File: config.mk
export PLATFORM = sky130hd
export DESIGN_NAME = mips_mem_arbiter
export DESIGN_NICKNAME = d
export VERILOG_FILES = /design/src/rtl/mips_bus_pkg.sv /design/src/rtl/mips_bus_wait_timer.sv /design/src/rtl/mips_mem_arbiter.sv
export SDC_FILE = /design/constraint.sdc
export NUM_CORES = 1
export LEC_CHECK = 0
export CAP_MARGIN = 20
export CORE_MARGIN = 5
export CORE_UTILIZATION = 46
export CTS_CLUSTER_SIZE = 12
export DETAILED_ROUTE_END_ITERATION = 8
export GPL_TIMING_DRIVEN = 1
export PLACE_DENSITY = 0.86
export SYNTH_ARGS = -nofsm -noshare
export SYNTH_HDL_FRONTEND = slang
export SYNTH_HIERARCHICAL = 1
export SYNTH_SLANG_ARGS = --single-unit
export TNS_END_PERCENT = 30
File: constraint.sdc
create_clock -name clk -period 5.15 [get_ports clk]
set_input_delay 1.03 -clock clk [delete_from_list [all_inputs] [get_ports clk]]
set_output_delay 1.03 -clock clk [all_outputs]
set_load 0.02 [all_outputs]
File: src/rtl/mips_bus_pkg.sv
// Shared types and constants for the bus-based MIPS memory arbiter.
// The state enum is the arbiter's sequencing order for one instruction.
package mips_bus_pkg;

    typedef enum logic [2:0] {
        S_IDLE,
        S_FETCH,
        S_DECODE,
        S_READ,
        S_WRITE,
        S_COMMIT,
        S_HALT,
        S_ERROR
    } arb_state_t;

    localparam logic [31:0] DEFAULT_RESET_VECTOR = 32'hBFC0_0000;
    localparam logic [31:0] WORD_ALIGN_MASK      = 32'hFFFF_FFFC;

endpackage

File: src/rtl/mips_bus_wait_timer.sv
// Counts consecutive stalled strobe cycles and flags a timeout on the stall
// that would take the count past MAX_WAIT.
module mips_bus_wait_timer #(
    parameter int MAX_WAIT = 255
) (
    input  logic clk,
    input  logic reset,
    input  logic i_enable,
    input  logic i_stall,
    input  logic i_done,
    output logic o_timeout
);

    localparam int              CW    = $clog2(MAX_WAIT + 2);
    localparam logic [CW-1:0]   LIMIT = CW'(MAX_WAIT);

    logic [CW-1:0] r_count;

    always_ff @(posedge clk) begin
        if (!reset) begin
            r_count <= '0;
        end else if (i_enable) begin
            if (i_done) begin
                r_count <= '0;
            end else if (i_stall && !o_timeout) begin
                r_count <= r_count + 1'b1;
            end
        end
    end

    // The stall that finds the counter already at the limit is the one too many.
    assign o_timeout = i_stall && (r_count == LIMIT);

endmodule

File: src/rtl/mips_mem_arbiter.sv
// Sequences the single-cycle Harvard core onto one shared stallable memory port:
// fetch, decode, optional data access, then a one-cycle commit pulse.
module mips_mem_arbiter
    import mips_bus_pkg::*;
#(
    parameter logic [31:0] RESET_VECTOR = DEFAULT_RESET_VECTOR,
    parameter int          MAX_WAIT     = 255
) (
    input  logic        clk,
    input  logic        reset,
    input  logic        enable,
    input  logic        cpu_active,
    input  logic [31:0] instr_address,
    output logic [31:0] instr_readdata,
    input  logic [31:0] data_address,
    input  logic        data_read,
    input  logic        data_write,
    input  logic [31:0] data_writedata,
    output logic [31:0] data_readdata,
    output logic        cpu_clk_enable,
    output logic [31:0] mem_address,
    output logic        mem_read,
    output logic        mem_write,
    output logic [31:0] mem_writedata,
    input  logic [31:0] mem_readdata,
    input  logic        mem_waitrequest,
    output logic        bus_error,
    output logic        halted
);

    arb_state_t  r_state;
    arb_state_t  w_next;
    logic [31:0] r_mem_address;
    logic [31:0] r_mem_writedata;
    logic        r_mem_read;
    logic        r_mem_write;
    logic [31:0] r_instr;
    logic [31:0] r_data;
    logic        r_clk_en;
    logic        r_bus_error;
    logic        r_halted;
    logic        r_first_fetch;

    logic [31:0] w_mem_address;
    logic [31:0] w_mem_writedata;
    logic        w_mem_read;
    logic        w_mem_write;
    logic        w_clk_en;
    logic        w_bus_error;
    logic        w_halted;
    logic        w_entering;
    logic        w_strobe;
    logic        w_stall;
    logic        w_done;
    logic        w_timeout;

    assign w_strobe = r_mem_read | r_mem_write;
    assign w_stall  = w_strobe & mem_waitrequest;
    assign w_done   = w_strobe & ~mem_waitrequest;

    mips_bus_wait_timer #(
        .MAX_WAIT (MAX_WAIT)
    ) u_wait_timer (
        .clk       (clk),
        .reset     (reset),
        .i_enable  (enable),
        .i_stall   (w_stall),
        .i_done    (w_done),
        .o_timeout (w_timeout)
    );

    always_comb begin
        w_next = r_state;
        case (r_state)
            S_IDLE:   w_next = S_FETCH;
            S_FETCH: begin
                if (w_timeout)   w_next = S_ERROR;
                else if (w_done) w_next = S_DECODE;
            end
            S_DECODE: begin
                if (data_write)     w_next = S_WRITE;
                else if (data_read) w_next = S_READ;
                else                w_next = S_COMMIT;
            end
            S_READ, S_WRITE: begin
                if (w_timeout)   w_next = S_ERROR;
                else if (w_done) w_next = S_COMMIT;
            end
            S_COMMIT: w_next = cpu_active ? S_FETCH : S_HALT;
            S_HALT:   w_next = S_HALT;
            S_ERROR:  w_next = S_ERROR;
            default:  w_next = S_IDLE;
        endcase
    end

    // Outputs are registered from the next state; address and write data are
    // captured only on entry so they cannot move while the slave stalls.
    always_comb begin
        w_entering      = (w_next != r_state);
        w_mem_address   = r_mem_address;
        w_mem_writedata = r_mem_writedata;
        w_mem_read      = 1'b0;
        w_mem_write     = 1'b0;
        w_clk_en        = 1'b0;
        w_bus_error     = 1'b0;
        w_halted        = 1'b0;
        case (w_next)
            S_FETCH: begin
                w_mem_read = 1'b1;
                if (w_entering) begin
                    w_mem_address = r_first_fetch ? (RESET_VECTOR & WORD_ALIGN_MASK)
                                                  : (instr_address & WORD_ALIGN_MASK);
                end
            end
            S_READ: begin
                w_mem_read = 1'b1;
                if (w_entering) w_mem_address = data_address & WORD_ALIGN_MASK;
            end
            S_WRITE: begin
                w_mem_write = 1'b1;
                if (w_entering) begin
                    w_mem_address   = data_address & WORD_ALIGN_MASK;
                    w_mem_writedata = data_writedata;
                end
            end
            S_COMMIT: w_clk_en    = 1'b1;
            S_HALT:   w_halted    = 1'b1;
            S_ERROR:  w_bus_error = 1'b1;
            default:  ;
        endcase
    end

    always_ff @(posedge clk) begin
        if (!reset) begin
            r_state         <= S_IDLE;
            r_mem_address   <= '0;
            r_mem_writedata <= '0;
            r_mem_read      <= 1'b0;
            r_mem_write     <= 1'b0;
            r_instr         <= '0;
            r_data          <= '0;
            r_clk_en        <= 1'b0;
            r_bus_error     <= 1'b0;
            r_halted        <= 1'b0;
            r_first_fetch   <= 1'b1;
        end else if (enable) begin
            r_state         <= w_next;
            r_mem_address   <= w_mem_address;
            r_mem_writedata <= w_mem_writedata;
            r_mem_read      <= w_mem_read;
            r_mem_write     <= w_mem_write;
            r_clk_en        <= w_clk_en;
            r_bus_error     <= w_bus_error;
            r_halted        <= w_halted;
            if (r_state == S_FETCH) r_first_fetch <= 1'b0;
            if (r_state == S_FETCH && w_done) r_instr <= mem_readdata;
            if (r_state == S_READ && w_done)  r_data  <= mem_readdata;
        end
    end

    assign instr_readdata = r_instr;
    assign data_readdata  = r_data;
    // A frozen COMMIT keeps its flag but must not let the core advance.
    assign cpu_clk_enable = r_clk_en & enable;
    assign mem_address    = r_mem_address;
    assign mem_read       = r_mem_read;
    assign mem_write      = r_mem_write;
    assign mem_writedata  = r_mem_writedata;
    assign bus_error      = r_bus_error;
    assign halted         = r_halted;

endmodule

==> metrics.csv <==
stage,metric,value,unit
sta,min_period,3610,ps
global_route,grt_pass1_wl,31000,µm
clocking,cts_buffers,17,
global_route,grt_util_all_layers,0.238,
sta,drv_slew,0,
clocking,clockBufferDepth,2,
pwr,total_power,3.12,mW
clocking,cts_setup_buffers,0,
detailed_routing,drc,0,
global_route,overflow,0,
finish,nNetsFinal,1164,
critical_path,cp-end-kind,output port,
floorplanning,num_rows,42,
synth,yosys.area.top_type,dfxtp_1,
floorplanning,chipHeight,127,µm
critical_path,crit_cells,4,
hold_path,hp-class,flip-flop to flip-flop,
finish,drive_gt1_frac,0.0731,
clocking,clk_pin_slew_worst_paths,60,ps
critical_path,cp_max_fo,24,
status,status,finished clean,
finish,final_cell_mix,"261 x clkdlybuf4s50_1, 249 x nand2_1, 144 x dfxtp_1",
detailed_routing,drt-vias-per-instance,5.24,
clocking,cts.htree.levels,4,
sta,whs,452,ps
detailed_routing,routedWlPerCell,16.2,µm
floorplanning,pin_count,268,
placement,pre_cts_slack,1180,ps
placement,dp_hpwl,13200,µm
synth,yosys-top-cells-area,"dfxtp_1 46%, nand2_1 15%, a21oi_1 9.7%",
critical_path,reg2regPathDepth,10,
clocking,cts_tree,done,
detailed_routing,ant_nets,0,
pwr,cellPowerDensity,327,nW/µm²
synth,ys.flop_type,dfxtp_1,
critical_path,cpPeakStageDelay,640,ps
finish,syn2layout_area_growth,52.4,%
critical_path,crit_family,buffers and inverters,
synth,synth_seq_cells,144,
sta,relSlewSlack,0.458,
pwr,leakage,3.28,nW
floorplanning,start_util,0.470,
sta,max_freq,277,MHz
floorplanning,die-area,16000,µm²
sta,setup_viol,0,
sta,timing.setup.tns,0,ps
synth,avgSynthCellArea,7.85,µm²
detailed_routing,vias,6369,
synth,synth.distinct_cells,55,
job,max-cap-violations,0,
sta,worst_pin_slew,810,ps
synth,ys_seq_area_frac,0.461,
finish,stdcell_area,9530,µm²
critical_path,crit_chain,clkdlybuf4s50_1 > buf_4 > and2_1 > clkdlybuf4s50_1,
critical_path,criticalPathCategory,primary input to output port,
detailed_routing,dr.pass1.iters,5,
synth,synth_top_area_frac,0.461,
floorplanning,core,13300,µm²
sta,finClkSkew,3.54,ps
clocking,cts_hold_buf,0,
finish,num_antenna_cells,0,
clocking,clock_latency,420,ps
hold_path,min_path_cells,2,
synth,yosys_warnings,6,
critical_path,cp-start-kind,primary input,
floorplanning,die_w,127,µm
global_route,grt_pass1_vias,6060,
critical_path,cpMostUsedCell,clkdlybuf4s50_1,
placement,port_buffers,261,
global_route,grt_max_degree,67,
detailed_routing,drt_wl_total,19700,µm
clocking,cts_root_buffer,clkbuf_16,
synth,synth_edf_count,0,
global_route,antenna_found_initial,0,
pwr,ir_worst_vdd,205,µV
synth,synthArstFlopShare,0,
placement,routabilityCongestion,0.809,
sta,grt_setup_unrepaired,no,
synth,syn-instance-count,797,
sta,min_period_over_period,0.701,
sta,fin_ws,1540,ps
finish,layout_commonest_cell,clkdlybuf4s50_1,
critical_path,path_buf_inv,3,
synth,synth_area,6250,µm²
critical_path,slowest_stage,clkdlybuf4s50_1,
placement,place_area,8910,µm²
clocking,ctsResizeCount,0,
sta,hold_viol_final,0,
critical_path,cp_data_required_time,4120,ps
clocking,cts_sinks,144,
critical_path,cp.arrival,2580,ps
detailed_routing,drt-initial-drc-count,466,
==> layout make-up <==
type	count	area, µm²
fill	1028	3770
multi-input combinational	581	3060
sequential	144	2880
timing repair buffer	276	2730
clock buffer	20	467
tap	176	220
clock inverter	12	148
inverter	7	28.8
==> path summary, 6_finish.rpt <==
kind | startpoint | endpoint | slack [ps]
worst max-delay path | enable | cpu_clk_enable | 1540
worst min register to register | data_readdata[19] | data_readdata[19] | 450
worst min-delay path | data_readdata[19] | data_readdata[19] | 450
worst max register to register | u_wait_timer/r_count[0] | mem_address[14] | 1660
==> worst min-delay path: stages, from the launching register on <==
cell,delay [ps]
dfxtp_1,310
nand2_1,50
a21oi_1,50
==> logic make-up (layout without fill, tap and decap cells) <==
| logic type | count (synthesis) | after routing | share of synthesized area |
|---|---|---|---|
| flip-flops | 144 | 144 | 0.461 |
| adder cells (fa/ha/maj) | 2 | 2 | 0.00400 |
| buffers and inverters | 73 | 315 | 0.0522 |
| other | 1 | 2 | 0.000600 |
| multiplexers | 4 | 4 | 0.00640 |
| AND/OR/NAND/NOR | 373 | 373 | 0.258 |
| XOR/XNOR | 7 | 7 | 0.00980 |
| AO/OA/AOI/OAI | 193 | 193 | 0.208 |
==> Yosys cell counts, types with 5 or more instances <==
| master | n |
|---|---|
| nand2_1 | 249 |
| buf_4 | 6 |
| o32ai_1 | 19 |
| inv_1 | 5 |
| nor3_1 | 25 |
| nor2b_1 | 23 |
| xor2_1 | 7 |
| a22o_1 | 9 |
| o32ai_2 | 10 |
| o22ai_1 | 10 |
| clkbuf_1 | 47 |
| nor2_1 | 47 |
| buf_2 | 10 |
| dfxtp_1 | 144 |
| a21oi_1 | 121 |
==> layer usage <==
metal | routed length [µm] | track usage | vias up | share of wire
met2 | 9750 | 0.405 | 206 | 0.49
met3 | 1340 | 0.0609 | 36 | 0.068
met5 | 0 | 0 | - | 0
met1 | 8150 | 0.290 | 2955 | 0.41
met4 | 458 | 0.0921 | 0 | 0.023
li1 | - | - | 3172 | -
==> where the power goes <==
part           internal (mW)  switching (mW)  leakage, nW  total (mW)
Combinational          0.299           0.342         1.82       0.640
Clock                  0.764           0.503        0.296        1.27
Sequential              1.17          0.0387         1.17        1.21
==> sequential cells by signal, summed over array words and instances (netlist names) <==
name	flops
instr_readdata	32
mem_writedata	32
r_clk_en	1
mem_write	1
r_first_fetch	1
halted	1
u_wait_timer/r_count	9
mem_address	30
r_state	3
bus_error	1
mem_read	1
data_readdata	32
==> through the flow <==
| step | util | instances |
|---|---|---|
| after detailed placement | 0.671 | 1184 |
| after CTS | 0.717 | 1216 |
| after global placement | 0.671 | 1184 |
| after floorplan | - | 798 |
| final | 0.717 | 1216 |
| after global routing | 0.717 | 1216 |
No activity file was read; power rests on OpenSTA's default activity.
